**config.mk**
```make
export PLATFORM = sky130hd
export DESIGN_NAME = mdio_master
export DESIGN_NICKNAME = d
export VERILOG_FILES = /design/src/rtl/mdio_master.sv
export SDC_FILE = /design/constraint.sdc
export NUM_CORES = 1
export LEC_CHECK = 0
export BUFFER_PORTS_ARGS = -buffer_cell sky130_fd_sc_hd__buf_2
export CAP_MARGIN = 25
export CORE_MARGIN = 10
export CORE_UTILIZATION = 50
export CTS_BUF_LIST = sky130_fd_sc_hd__clkbuf_4 sky130_fd_sc_hd__clkbuf_8
export DETAILED_ROUTE_END_ITERATION = 6
export GPL_ROUTABILITY_DRIVEN = 0
export GPL_TIMING_DRIVEN = 1
export MAX_ROUTING_LAYER = met4
export PLACE_DENSITY = 0.76
export RECOVER_POWER = 50
export SETUP_SLACK_MARGIN = 0.4
export SYNTH_ARGS = -nofsm -noshare
export SYNTH_HDL_FRONTEND = slang
export SYNTH_SLANG_ARGS = --single-unit
```
**constraint.sdc**
```tcl
create_clock -name CLK -period 3.19 [get_ports CLK]
set_input_delay 0.319 -clock CLK [delete_from_list [all_inputs] [get_ports CLK]]
set_output_delay 0.319 -clock CLK [all_outputs]
set_load 0.05 [all_outputs]
```
**src/rtl/mdio_master.sv**
```systemverilog
// MDIO (clause 22) management master: shifts a latched 32-bit frame out on MDC/MDIO and captures read data.
// Optional 32-period preamble is built when the macro MDIO_PREAMBLE_EN is defined.
module mdio_master #(
    parameter int CLK_DIV = 2
) (
    input  logic        CLK,
    input  logic        RESET,
    input  logic        MDIO_START,
    input  logic [31:0] T_DATA,
    input  logic        MDIO_IN,
    output logic        MDC,
    output logic        MDIO_OUT,
    output logic        MDIO_OE,
    output logic [15:0] RD_DATA,
    output logic        DATA_RDY,
    output logic        BUSY
);

    typedef enum logic [1:0] {IDLE, PREAMBLE, FRAME, DONE} state_t;

    state_t      state, state_next;
    logic [7:0]  div_cnt;
    logic [4:0]  bit_cnt;
    logic [4:0]  bit_nxt;
    logic [31:0] frame;
    logic        is_read;
    logic [15:0] shift;
    logic        half_end;
    logic        period_end;
    logic        last_period;

    assign BUSY    = (state != IDLE);
    assign bit_nxt = bit_cnt + 5'd1;

    always_comb begin
        half_end    = (div_cnt == 8'(CLK_DIV - 1));
        period_end  = half_end && MDC;
        last_period = period_end && (bit_cnt == 5'd31);
        state_next  = state;
        case (state)
            IDLE: begin
                if (MDIO_START) begin
`ifdef MDIO_PREAMBLE_EN
                    state_next = PREAMBLE;
`else
                    state_next = FRAME;
`endif
                end
            end
`ifdef MDIO_PREAMBLE_EN
            PREAMBLE: if (last_period) state_next = FRAME;
`endif
            FRAME:    if (last_period) state_next = DONE;
            DONE:     state_next = IDLE;
            default:  state_next = IDLE;
        endcase
    end

    always_ff @(posedge CLK or posedge RESET) begin
        if (RESET) state <= IDLE;
        else       state <= state_next;
    end

    always_ff @(posedge CLK or posedge RESET) begin
        if (RESET) begin
            MDC      <= 1'b0;
            MDIO_OUT <= 1'b0;
            MDIO_OE  <= 1'b0;
            RD_DATA  <= 16'h0000;
            DATA_RDY <= 1'b0;
            div_cnt  <= 8'd0;
            bit_cnt  <= 5'd0;
            frame    <= 32'd0;
            is_read  <= 1'b0;
            shift    <= 16'd0;
        end else begin
            DATA_RDY <= 1'b0;
            case (state)
                IDLE: begin
                    MDC      <= 1'b0;
                    div_cnt  <= 8'd0;
                    bit_cnt  <= 5'd0;
                    MDIO_OUT <= 1'b0;
                    MDIO_OE  <= 1'b0;
                    if (MDIO_START) begin
                        frame   <= T_DATA;
                        is_read <= (T_DATA[29:28] == 2'b10);
                        MDIO_OE <= 1'b1;
`ifdef MDIO_PREAMBLE_EN
                        MDIO_OUT <= 1'b1;
`else
                        MDIO_OUT <= T_DATA[31];
`endif
                    end
                end
                DONE: begin
                    MDC      <= 1'b0;
                    MDIO_OUT <= 1'b0;
                    MDIO_OE  <= 1'b0;
                end
                default: begin
                    if (!half_end) begin
                        div_cnt <= div_cnt + 8'd1;
                    end else begin
                        div_cnt <= 8'd0;
                        MDC     <= ~MDC;
                        if (!MDC) begin
                            // MDC about to rise: sample the PHY's read data bits
                            if (state == FRAME && is_read && bit_cnt[4])
                                shift <= {shift[14:0], MDIO_IN};
                        end else begin
                            bit_cnt <= bit_nxt;
                            if (state == FRAME && bit_cnt == 5'd31) begin
                                MDIO_OUT <= 1'b0;
                                MDIO_OE  <= 1'b0;
                                DATA_RDY <= 1'b1;
                                if (is_read) RD_DATA <= shift;
                            end else if (state == FRAME && is_read && bit_nxt >= 5'd14) begin
                                MDIO_OUT <= 1'b0;
                                MDIO_OE  <= 1'b0;
`ifdef MDIO_PREAMBLE_EN
                            end else if (state == PREAMBLE && bit_cnt != 5'd31) begin
                                MDIO_OUT <= 1'b1;
                                MDIO_OE  <= 1'b1;
`endif
                            end else begin
                                // wraps to bit 0 when leaving the preamble
                                MDIO_OUT <= frame[5'd31 - bit_nxt];
                                MDIO_OE  <= 1'b1;
                            end
                        end
                    end
                end
            endcase
        end
    end

endmodule
```
[Word-level counts from Yosys, hierarchy flattened]
Cells that the tools add are included.
Storage, ports and cells
  word-level logic and storage cells: 74
  memories kept: 0
  bits in read-only memories: 0
  flip-flop bits (word level): 84
  latch bits: 0
  memory bits (writable): 0
Cells by class
  reductions and logical operators: 20
  bitwise operators: 3
  div/mod/pow operators: 0
  order comparisons: 2
  shift operators: 0
  add/sub/neg operators: 3
  muxes and demuxes: 28
  equal/unequal tests: 7
  multiply operators: 0
Operators with widths (count)
  $mux 1: 17
  $pmux 8 s2: 1
  $mux 5: 2
  $pmux 5 s2: 1
  $add 8x1->8 const B: 1
  $eq 8x1->1 const B: 1
  $mux 8: 1
  $reduce_bool 2->1: 4
  $eq 2x2->1 const B: 3
  $logic_and 1x1->1: 6
  $lt 5x6->1 const B: 1
  $reduce_and 2->1: 3
  $reduce_bool 3->1: 2
  $add 5x1->5 const B: 1
  $bmux 1 s5: 1
  $eq 5x5->1 const B: 1
  $ge 5x4->1 const B: 1
  $reduce_and 5->1: 1
  $sub 5x5->5 const A: 1
  $mux 2: 2
  $ne 2x2->1 const B: 2
  $pmux 1 s2: 2
  $pmux 2 s2: 1
  $reduce_and 4->1: 1
  other kinds (4): 6

[Depth between registers and ports, before layout]
Gate-level depths: netlist of the first run.
  depth after elaboration: 9
  depth in mapped cells: 8
  depth with buffers taken out: 7

[Worst setup path after synthesis of the first run]
OpenSTA, ideal clock, no wires.
  path kind: register to register
  from: register div_cnt[2]
  to: register shift[0]
  path buffers: 1
  data required time: 3.065 ns
  cell stages (with the launch flop): 7
  arrival: 1.944 ns
  slack: 1.121 ns
  setup time: 0.125 ns
  cell sequence: dfrtp_1 -> nor4_4 -> and3_4 -> nand4_4 -> nor3b_4 -> buf_6 -> mux2_2
Between the ends
  longest elaborated chain between the ends: 2
RTL lines
  start: declaration: RTL line 22  | logic [7:0] div_cnt;
  start signal: assignment: RTL line 103  | div_cnt <= div_cnt + 8'd1;
  $eq 8x1->1: RTL line 36  | half_end = (div_cnt == 8'(CLK_DIV - 1));
  $reduce_and 4->1 (no line)
  end signal: assignment: RTL line 110  | shift <= {shift[14:0], MDIO_IN};
  end: declaration: RTL line 27  | logic [15:0] shift;
No other way between the ends.
A chain may end at the register's enable or synchronous reset.

[Worst setup path after layout of the first run]
  from: register bit_cnt[0]
  to: register RD_DATA[6]
Between the ends
  longest elaborated chain between the ends: 3
RTL lines
  start: declaration: RTL line 23  | logic [4:0] bit_cnt;
  start signal: assignment: RTL line 112  | bit_cnt <= bit_nxt;
  $eq 5x5->1: RTL line 113  | if (state == FRAME && bit_cnt == 5'd31) begin
  $logic_and 1x1->1: RTL line 113
  $reduce_and 5->1 (no line)
  end signal: assignment: RTL line 117  | if (is_read) RD_DATA <= shift;
  end: declaration: RTL line 14  | output logic [15:0] RD_DATA,
No other way between the ends.

==> results of run 1 <==
-- power by group --
part	total [mW]	internal, mW	switching [mW]
Sequential	1.49	1.32	0.171
Combinational	0.939	0.476	0.463
Clock	0.832	0.449	0.383
Total	3.26	2.24	1.02
-- cell usage in the layout, fill, tap and decap left out, types with 3 or more instances in the layout --
cell / synthesis / final
ha_1: 7 / 7
mux2_2: 64 / 64
nor3_1: 3 / 3
clkbuf_1: 6 / 10
dfrtp_1: 84 / 84
inv_1: 7 / 6
o21ai_0: 18 / 18
xor2_1: 5 / 5
buf_2: 2 / 46
nand3_1: 4 / 4
buf_4: 0 / 3
clkbuf_8: 0 / 9
nand2_1: 18 / 18
mux4_2: 7 / 7
nor2_1: 10 / 10
mux2i_1: 10 / 10
-- per-layer routing --
metal | GRT usage [%] | share of wire [%]
met4 | 6.19 | 1.4
met2 | 21.0 | 49
met1 | 16.3 | 44
met5 | - | 0
met3 | 4.07 | 5.0
-- cell families (layout without fill, tap and decap cells) --
| family | count (synthesis) | count (layout) | share of synthesized area, % |
|---|---|---|---|
| buf+inv | 17 | 83 | 2.15 |
| fa+ha+maj | 7 | 7 | 2.31 |
| mux | 81 | 81 | 25.9 |
| xor+xnor | 5 | 5 | 1.16 |
| compound gates | 33 | 33 | 5.52 |
| simple gates | 49 | 49 | 7.44 |
| flops | 84 | 84 | 55.6 |
-- worst max-delay path, delay by kind of cell, from the launching register on --
| family | cells | cell delay [ps] |
|---|---|---|
| muxes | 1 | 420 |
| DFF | 1 | 340 |
| buffers and inverters | 1 | 210 |
| and+or+nand+nor | 3 | 900 |
| adders and majority gates | 2 | 490 |
-- flip-flops by register name, indices dropped and copies added, names as in the netlist --
signal / cells
RD_DATA: 16
MDIO_OE: 1
MDC: 1
MDIO_OUT: 1
shift: 16
frame: 32
state: 2
div_cnt: 8
bit_cnt: 5
DATA_RDY: 1
is_read: 1
-- path summary, 6_finish.rpt --
| path | from | to | slack (ps) |
|---|---|---|---|
| worst min-delay path | T_DATA[8] | frame[8]$_DFFE_PP0P_ | 180 |
| max in group asynchronous | RESET | div_cnt[3]$_DFFE_PP0N_ | 1130 |
| worst min register to register | shift[15]$_DFFE_PP0P_ | RD_DATA[15]$_DFFE_PP0P_ | 510 |
| worst max register to register | bit_cnt[0]$_DFFE_PP0P_ | RD_DATA[6]$_DFFE_PP0P_ | 710 |
| worst max-delay path | bit_cnt[0]$_DFFE_PP0P_ | RD_DATA[6]$_DFFE_PP0P_ | 710 |
| min in group asynchronous | RESET | shift[2]$_DFFE_PP0P_ | 350 |
-- cell type report --
type | count | area (um2)
fill | 628 | 2920
sequential | 84 | 2100
multi-input combinational | 175 | 1600
timing repair buffer | 60 | 295
clock buffer | 10 | 131
tap | 99 | 124
clock inverter | 6 | 88.8
inverter | 7 | 27.5
-- per-stage QoR --
stage          power, mW  hold WS [ps]  worst slack [ps]
2_1_floorplan       2.22           451               706
3_3_place_gp        2.42           442               806
3_5_place_dp        2.47           442               712
4_1_cts             3.30          46.0               698
5_1_grt             3.45           171               491
6_report            3.26           180               712
==> reports/metrics.cfg, run 1 <==
[run_status]
status = finished, violations left
violations = capacitance limit, slew limit

[cts]
cts-root-buf = clkbuf_8
cts_buffers = 9
path_clk_slew_ps = 90
cts_tree = done
post_cts_buffers = 0
clkLatencyLatePin_ps = 360
cts_buffer_depth = 2
holdBufCountCts = 0
cts_max_level = 3
clock-sinks = 84
cts_resized = 0

[layout]
post-route-util_pct = 59.9
stdcell_count = 441
antenna_cells = 0
syn2layout_area_growth_pct = 15.5
final_nets = 380
final_area_um2 = 4370
drive_gt1_share_pct = 43.0

[critical_path]
cp_max_fo = 16
critPathLaunchType = register
r2r_cells = 7
crit_required_ps = 3430
crit_top_cell = ha_1
crit_type = reg -> reg
max_stage_delay_ps = 630
crit_slowest_cell = nor2_2
cp_cell_sequence = buf_4, ha_1, and3_1, ha_1, nand2_1, nor2_2, mux2_2
cp_data_arrival_time_ps = 2720
crit_path_end_kind = register

[yosys]
synth_edf_count = 0
syn_area_per_cell_um2 = 13.7
synthTopCellsByCount = dfrtp_1 (84), mux2_2 (64), nand2_1 (18), o21ai_0 (18)
synth.distinct_cells = 36
synthFlopType = dfrtp_1
synth_warnings = 0
synth_seq_area_share_pct = 55.6
ys_seq_elements = 84
synth_top_cell_by_area = dfrtp_1
synth_nets = 319
async_flop_share_pct = 100
synth_cells = 276
netlist_top_cells_area = dfrtp_1 (56%), mux2_2 (19%), mux4_2 (4.2%)
syn_area_um2 = 3780
synthDominantCellAreaShare_pct = 55.6
yosysMostFrequentCell = dfrtp_1

[timing]
fin_crit_sh_pct = 77.7
hold_viol = 0
setup_viol_count_final = 0
setup_tns_ps = 0
maxSlewViolCount = 41
max_slew_margin_pct = -12.5
fmax_mhz = 404
worstMarginPinSlew_ps = 1680
rsz0062_at_grt = no
skew_ps = 8.26
finalCriticalPeriod_ps = 2480

[routing]
wl_per_cell_um = 16.5
remaining_drc_errors = 0
antenna_left = 0
drt_first_iter_violations = 189
vias = 2390
wl_mm = 7.30
vias_per_cell = 5.42
dr.pass1.iters = 4

[power_and_ir_drop]
powerDensity_nw_per_um2 = 746
p_leak_nw = 2.05
ir_worst_vdd_uv = 381

[grt]
grt_max_degree = 46
grt_pass1_wl_mm = 12.3
overflow = 0
antenna_found_initial = 0
grt_pass1_vias = 2552
grtUsageTotal_pct = 13.7

[die]
io_pins = 57
core_area_um2 = 7290
initial_utilization_pct = 51.9
dieArea_um2 = 11400
die_y_um = 107
die_w_um = 107
rows = 31

[min_path]
hold_path.class = in -> reg
hold_depth = 2

[run]
max_cap_violations = 1

[placement]
placed_area_um2 = 4180
io_buffers = 56
numPlacedInstances = 425
hpwl_mm = 5.35

Power figures use the tool's default switching activity.
==> run 2: changes to the inputs <==
Settings changed: PLACE_DENSITY 0.76 to 0.79.
Clock period 3.19 ns to 2 ns, I/O delays scaled along.
==> run 2 against run 1 <==
- the flow now finishes without violations
- cell count up 6.6%
- global-route usage grew 1.4 points
- sequential cell count is the same
- die area stayed put
- hold slack lost 110 ps
- critical path depth down 1
- clock power increased by 49%
==> reports/metrics.cfg, run 2 (synthesized netlist as in run 1, its figures left out) <==
[routing]
wl_mm = 8.35
drt_first_iter_violations = 169
wl_per_cell_um = 17.8
dr.pass1.iters = 4
antenna_left = 0
vias = 2521
remaining_drc_errors = 0
vias_per_cell = 5.36

[grt]
grtUsageTotal_pct = 15.1
grt_max_degree = 36
grt_pass1_wl_mm = 13.5
antenna_found_initial = 0
overflow = 0
grt_pass1_vias = 2763

[die]
io_pins = 57
die_y_um = 107
rows = 31
initial_utilization_pct = 51.9
die_w_um = 107
dieArea_um2 = 11400
core_area_um2 = 7290

[timing]
skew_ps = 14.0
setup_viol_count_final = 0
fmax_mhz = 512
max_slew_margin_pct = 44.6
fin_crit_sh_pct = 97.7
whs_ps = 66.2
worstMarginPinSlew_ps = 827
hold_viol = 0
rsz0062_at_grt = yes
finalCriticalPeriod_ps = 1950
setup_tns_ps = 0
maxSlewViolCount = 0

[power_and_ir_drop]
p_int_mw = 3.70
sw_frac_of_total_pct = 32.6
power_frac_clock_pct = 22.6
p_leak_nw = 2.30
ir_worst_vdd_uv = 627
pwr-share-comb_pct = 34.5
powerDensity_nw_per_um2 = 1120
p_switching_mw = 1.79
seqPwrFrac_pct = 42.9
total_power_mw = 5.48

[critical_path]
crit_path_end_kind = register
crit_type = reg -> reg
critPathLaunchType = register
r2r_cells = 6
r2r_slack_ps = 50
regToRegStartpoint = div_cnt[2]$_DFFE_PP0N_
reg2reg_to = shift[15]$_DFFE_PP0P_
crit_required_ps = 2240
cp_max_fo = 8
cp_data_arrival_time_ps = 2190

[min_path]
hold_depth = 2
hold_path.class = in -> reg
holdCritStartpoint = T_DATA[15]
min_to = frame[15]$_DFFE_PP0P_

[cts]
cts_buffers = 9
cts_max_level = 3
clkLatencyLatePin_ps = 360
cts-root-buf = clkbuf_8
clock-sinks = 84
path_clk_slew_ps = 90
cts_buffer_depth = 2
cts_tree = done

[placement]
hpwl_mm = 5.61
io_buffers = 56

[layout]
reg_top3 = frame: 32 flops, RD_DATA: 16 flops, shift: 16 flops
largest_reg_flops = 32
syn2layout_area_growth_pct = 29.9
drive_gt1_share_pct = 56.3
final_nets = 409
largest_register = frame
mostFrequentLayoutCells = dfrtp_1 (80), buf_2 (53), mux2_2 (32), mux2_4 (32), buf_4 (21)
layout_commonest_cell = dfrtp_1
antenna_cells = 0

[run]
max_cap_violations = 0

[run_status]
status = finished, final reports clean

## run 2: changes by cell type in the layout (fill, tap and decap cells not counted), sizes merged
cell and delta:
buf +34, dlygate4sd3 +1, bufinv -1, inv +2, clkinvlp -1, clkbuf -6
## run 2: worst max-delay path by stage
stage	start	endpoint
2_1_floorplan	div_cnt[2]$_DFFE_PP0N_	shift[0]$_DFFE_PP0P_
3_3_place_gp	bit_cnt[1]$_DFFE_PP0P_	MDIO_OUT$_DFFE_PP0P_
3_5_place_dp	bit_cnt[1]$_DFFE_PP0P_	MDIO_OUT$_DFFE_PP0P_
4_1_cts	div_cnt[6]$_DFFE_PP0N_	shift[15]$_DFFE_PP0P_
5_1_grt	div_cnt[2]$_DFFE_PP0N_	shift[15]$_DFFE_PP0P_
6_report	div_cnt[2]$_DFFE_PP0N_	shift[15]$_DFFE_PP0P_
## run 2: metal layers
metal | up-vias | track usage (%) | part of all wire (%)
li1 | 1191 | - | -
met1 | 1259 | 17.5 | 43
met2 | 61 | 24.8 | 51
met3 | 10 | 3.77 | 4.6
met4 | 0 | 5.61 | 1.1
met5 | - | - | 0
## run 2: cell type report
class | instances | area, um2
fill | 530 | 2380
sequential | 84 | 2110
multi-input combinational | 175 | 1860
timing repair buffer | 89 | 591
clock buffer | 10 | 131
tap | 99 | 124
clock inverter | 6 | 72.6
inverter | 7 | 27.5
## run 2: per-stage QoR
stage | instances | setup slack (ps) | cell area (um2) | util (%)
floorplan | 276 | -68.8 | 3860 | -
global route | 470 | -50.3 | 4920 | 67.4
CTS | 465 | 17.5 | 4810 | 65.9
finish | 470 | 46.0 | 4920 | 67.4
global placement | 436 | 77.7 | 4350 | 59.6
detailed placement | 436 | -44.0 | 4350 | 59.6
## run 2: power groups by stage
stage	Sequential (mW)	Combinational, mW	Clock (mW)
floorplan	2.38	1.19	0
global placement	2.36	1.58	0
detailed placement	2.39	1.64	0
CTS	2.35	1.75	1.26
global route	2.40	2.04	1.33
finish	2.35	1.89	1.24
## run 2: critical path, cell delays in order, from the launching register on
cell and delay [ps]:
dfrtp_1 410, nor4_4 310, and3_4 260, nand4_4 110, nor3b_4 240, buf_6 190, mux2_4 310
## run 2: what timing repair did
item	in CTS	in global routing
setup buffers	11	5
endpoints found under the setup margin	44	48
resized for setup	39	43
endpoints found under the hold margin	16	0
pin swaps	8	11
gates cloned	1	0
hold buffers	1	0
==> run 3: changes to the inputs <==
Settings changed: CORE_ASPECT_RATIO from default to 1.2.
==> run 3 against run 2 <==
- die area up 0.12%
- count of clock-buffer cells in the layout unchanged
- register-to-register slack about the same
- sequential share of layout area up 1.7 points
- total power down 2.6%
- sequential power about the same
- via count down 0.95%
- maximum frequency down 0.12%
- critical endpoint is now shift[4]$_DFFE_PP0P_
- highest routed layer unchanged
==> reports/metrics.cfg, run 3 (synthesized netlist as in run 1, its figures left out) <==
[die]
die_w_um = 99.4
core_area_um2 = 7320
initial_utilization_pct = 51.7
die_y_um = 115
rows = 34
io_pins = 57
dieArea_um2 = 11500

[layout]
largest_reg_flops = 32
layout_commonest_cell = dfrtp_1
antenna_cells = 0
drive_gt1_share_pct = 55.4
stdcell_count = 458
mostFrequentLayoutCells = dfrtp_1 (83), mux2_2 (64), buf_2 (52), buf_4 (24), nand2_1 (15)
syn2layout_area_growth_pct = 24.6
final_nets = 406
fill_cells = 548
largest_register = frame
reg_top3 = frame: 32 flops, RD_DATA: 16 flops, shift: 16 flops

[grt]
grt_pass1_wl_mm = 12.7
met1_usage_pct = 16.7
grtUsageTotal_pct = 14.0
grt_pass1_vias = 2622
globalRouteMet2Util_pct = 21.0
grt_max_degree = 79
busiest_layer = met2
use_met3_pct = 4.80
overflow = 0
antenna_found_initial = 0

[timing]
maxSlewViolCount = 0
rsz0062_at_grt = yes
worstMarginPinSlew_ps = 1030
fmax_mhz = 511
finalCriticalPeriod_ps = 1960
setup_viol_count_final = 0
skew_ps = 17.6
max_slew_margin_pct = 31.3
hold_viol = 0
fin_crit_sh_pct = 97.8

[placement]
hpwl_mm = 5.31
numPlacedInstances = 428
io_buffers = 56

[cts]
cts-root-buf = clkbuf_8
cts_buffers = 9
clock-sinks = 84
cts_max_level = 3
clkLatencyLatePin_ps = 360
path_clk_slew_ps = 100
cts_buffer_depth = 2
cts_tree = done

[run_status]
status = finished, final reports clean

[routing]
vias_per_cell = 5.45
wl_mm = 7.56
dr.pass1.iters = 4
remaining_drc_errors = 0
wl_per_cell_um = 16.5
vias = 2497
antenna_left = 0
drt_first_iter_violations = 151

[power_and_ir_drop]
p_int_mw = 3.57
sw_frac_of_total_pct = 33.2
pwr-share-comb_pct = 34.8
p_leak_nw = 2.23
total_power_mw = 5.34
p_switching_mw = 1.77
power_frac_clock_pct = 20.8
ir_worst_vdd_uv = 745
powerDensity_nw_per_um2 = 1130
seqPwrFrac_pct = 44.4

[critical_path]
crit_required_ps = 2230
r2r_slack_ps = 40
cp_max_fo = 16
critPathLaunchType = register
cp_data_arrival_time_ps = 2190
crit_type = reg -> reg
r2r_cells = 6
reg2reg_to = shift[4]$_DFFE_PP0P_
crit_path_end_kind = register
regToRegStartpoint = div_cnt[6]$_DFFE_PP0N_

[min_path]
holdCritStartpoint = T_DATA[2]
min_to = frame[2]$_DFFE_PP0P_
hold_path.class = in -> reg
hold_depth = 2

[run]
max_cap_violations = 0

[run 3: cell count changes in the layout (fill, tap and decap cells not counted), moves of 3 or more]
cell / before / now
mux2_2: 32 / 64
mux2_4: 32 / 0
buf_6: 6 / 2
buf_4: 21 / 24
clkbuf_2: 3 / 0
dfrtp_1: 80 / 83
dfrtp_2: 4 / 1
o21ai_0: 2 / 5
[run 3: worst max-delay path, cell delays in order, from the launching register on]
cell,delay (ps)
dfrtp_1,430
nor4_4,300
and3_4,250
nand4_4,120
nor3b_4,230
buf_12,180
mux2_2,330
[run 3: how the worst max path moves through the flow]
stage,slack [ps],to,from,depth (start not counted)
floorplan,-70,shift[0]$_DFFE_PP0P_,div_cnt[2]$_DFFE_PP0N_,6
detailed placement,20,shift[10]$_DFFE_PP0P_,div_cnt[2]$_DFFE_PP0N_,6
global route,-50,shift[4]$_DFFE_PP0P_,div_cnt[6]$_DFFE_PP0N_,6
global placement,80,shift[13]$_DFFE_PP0P_,div_cnt[2]$_DFFE_PP0N_,6
finish,40,shift[4]$_DFFE_PP0P_,div_cnt[6]$_DFFE_PP0N_,6
CTS,40,shift[10]$_DFFE_PP0P_,div_cnt[6]$_DFFE_PP0N_,6
[run 3: routing by layer]
| metal | part of all wire [%] | vias to the layer above |
|---|---|---|
| met5 | 0 | - |
| li1 | - | 1170 |
| met3 | 6.3 | 11 |
| met2 | 49 | 88 |
| met1 | 43 | 1228 |
| met4 | 1.7 | 0 |
[run 3: cell type report]
| cell class | instances | area, um2 | share of cell area (%) |
|---|---|---|---|
| clock inverter | 6 | 48.8 | 1.03 |
| timing repair buffer | 86 | 552 | 11.7 |
| multi-input combinational | 175 | 1740 | 36.9 |
| sequential | 84 | 2100 | 44.6 |
| clock buffer | 10 | 131 | 2.79 |
| inverter | 7 | 27.5 | 0.584 |
| tap | 90 | 113 | 2.39 |
[run 3: through the flow]
stage	cell area [um2]	TNS, ps	util, %	hold slack (ps)	setup slack (ps)
floorplan	3860	-836	-	338	-68.8
finish	4720	0	64.4	62.2	43.6
CTS	4620	0	63.1	43.8	41.8
global placement	4360	0	59.5	121	78.9
global route	4720	-484	64.4	37.5	-46.7
detailed placement	4360	0	59.5	127	16.0
[run 3: repair_timing]
item,CTS,global route
hold endpoints to repair,6,0
pin swaps,3,15
endpoints found under the setup margin,39,48
resized for setup,8,31
buffers inserted,5,8
hold buffers,1,0
[run 3: power groups by stage]
stage / Clock [mW] / Combinational (mW) / Sequential [mW]
final: 1.11 / 1.86 / 2.37
after CTS: 1.14 / 1.74 / 2.36
after global routing: 1.22 / 2.03 / 2.41
after floorplan: 0 / 1.19 / 2.38
after global placement: 0 / 1.58 / 2.37
after detailed placement: 0 / 1.63 / 2.40
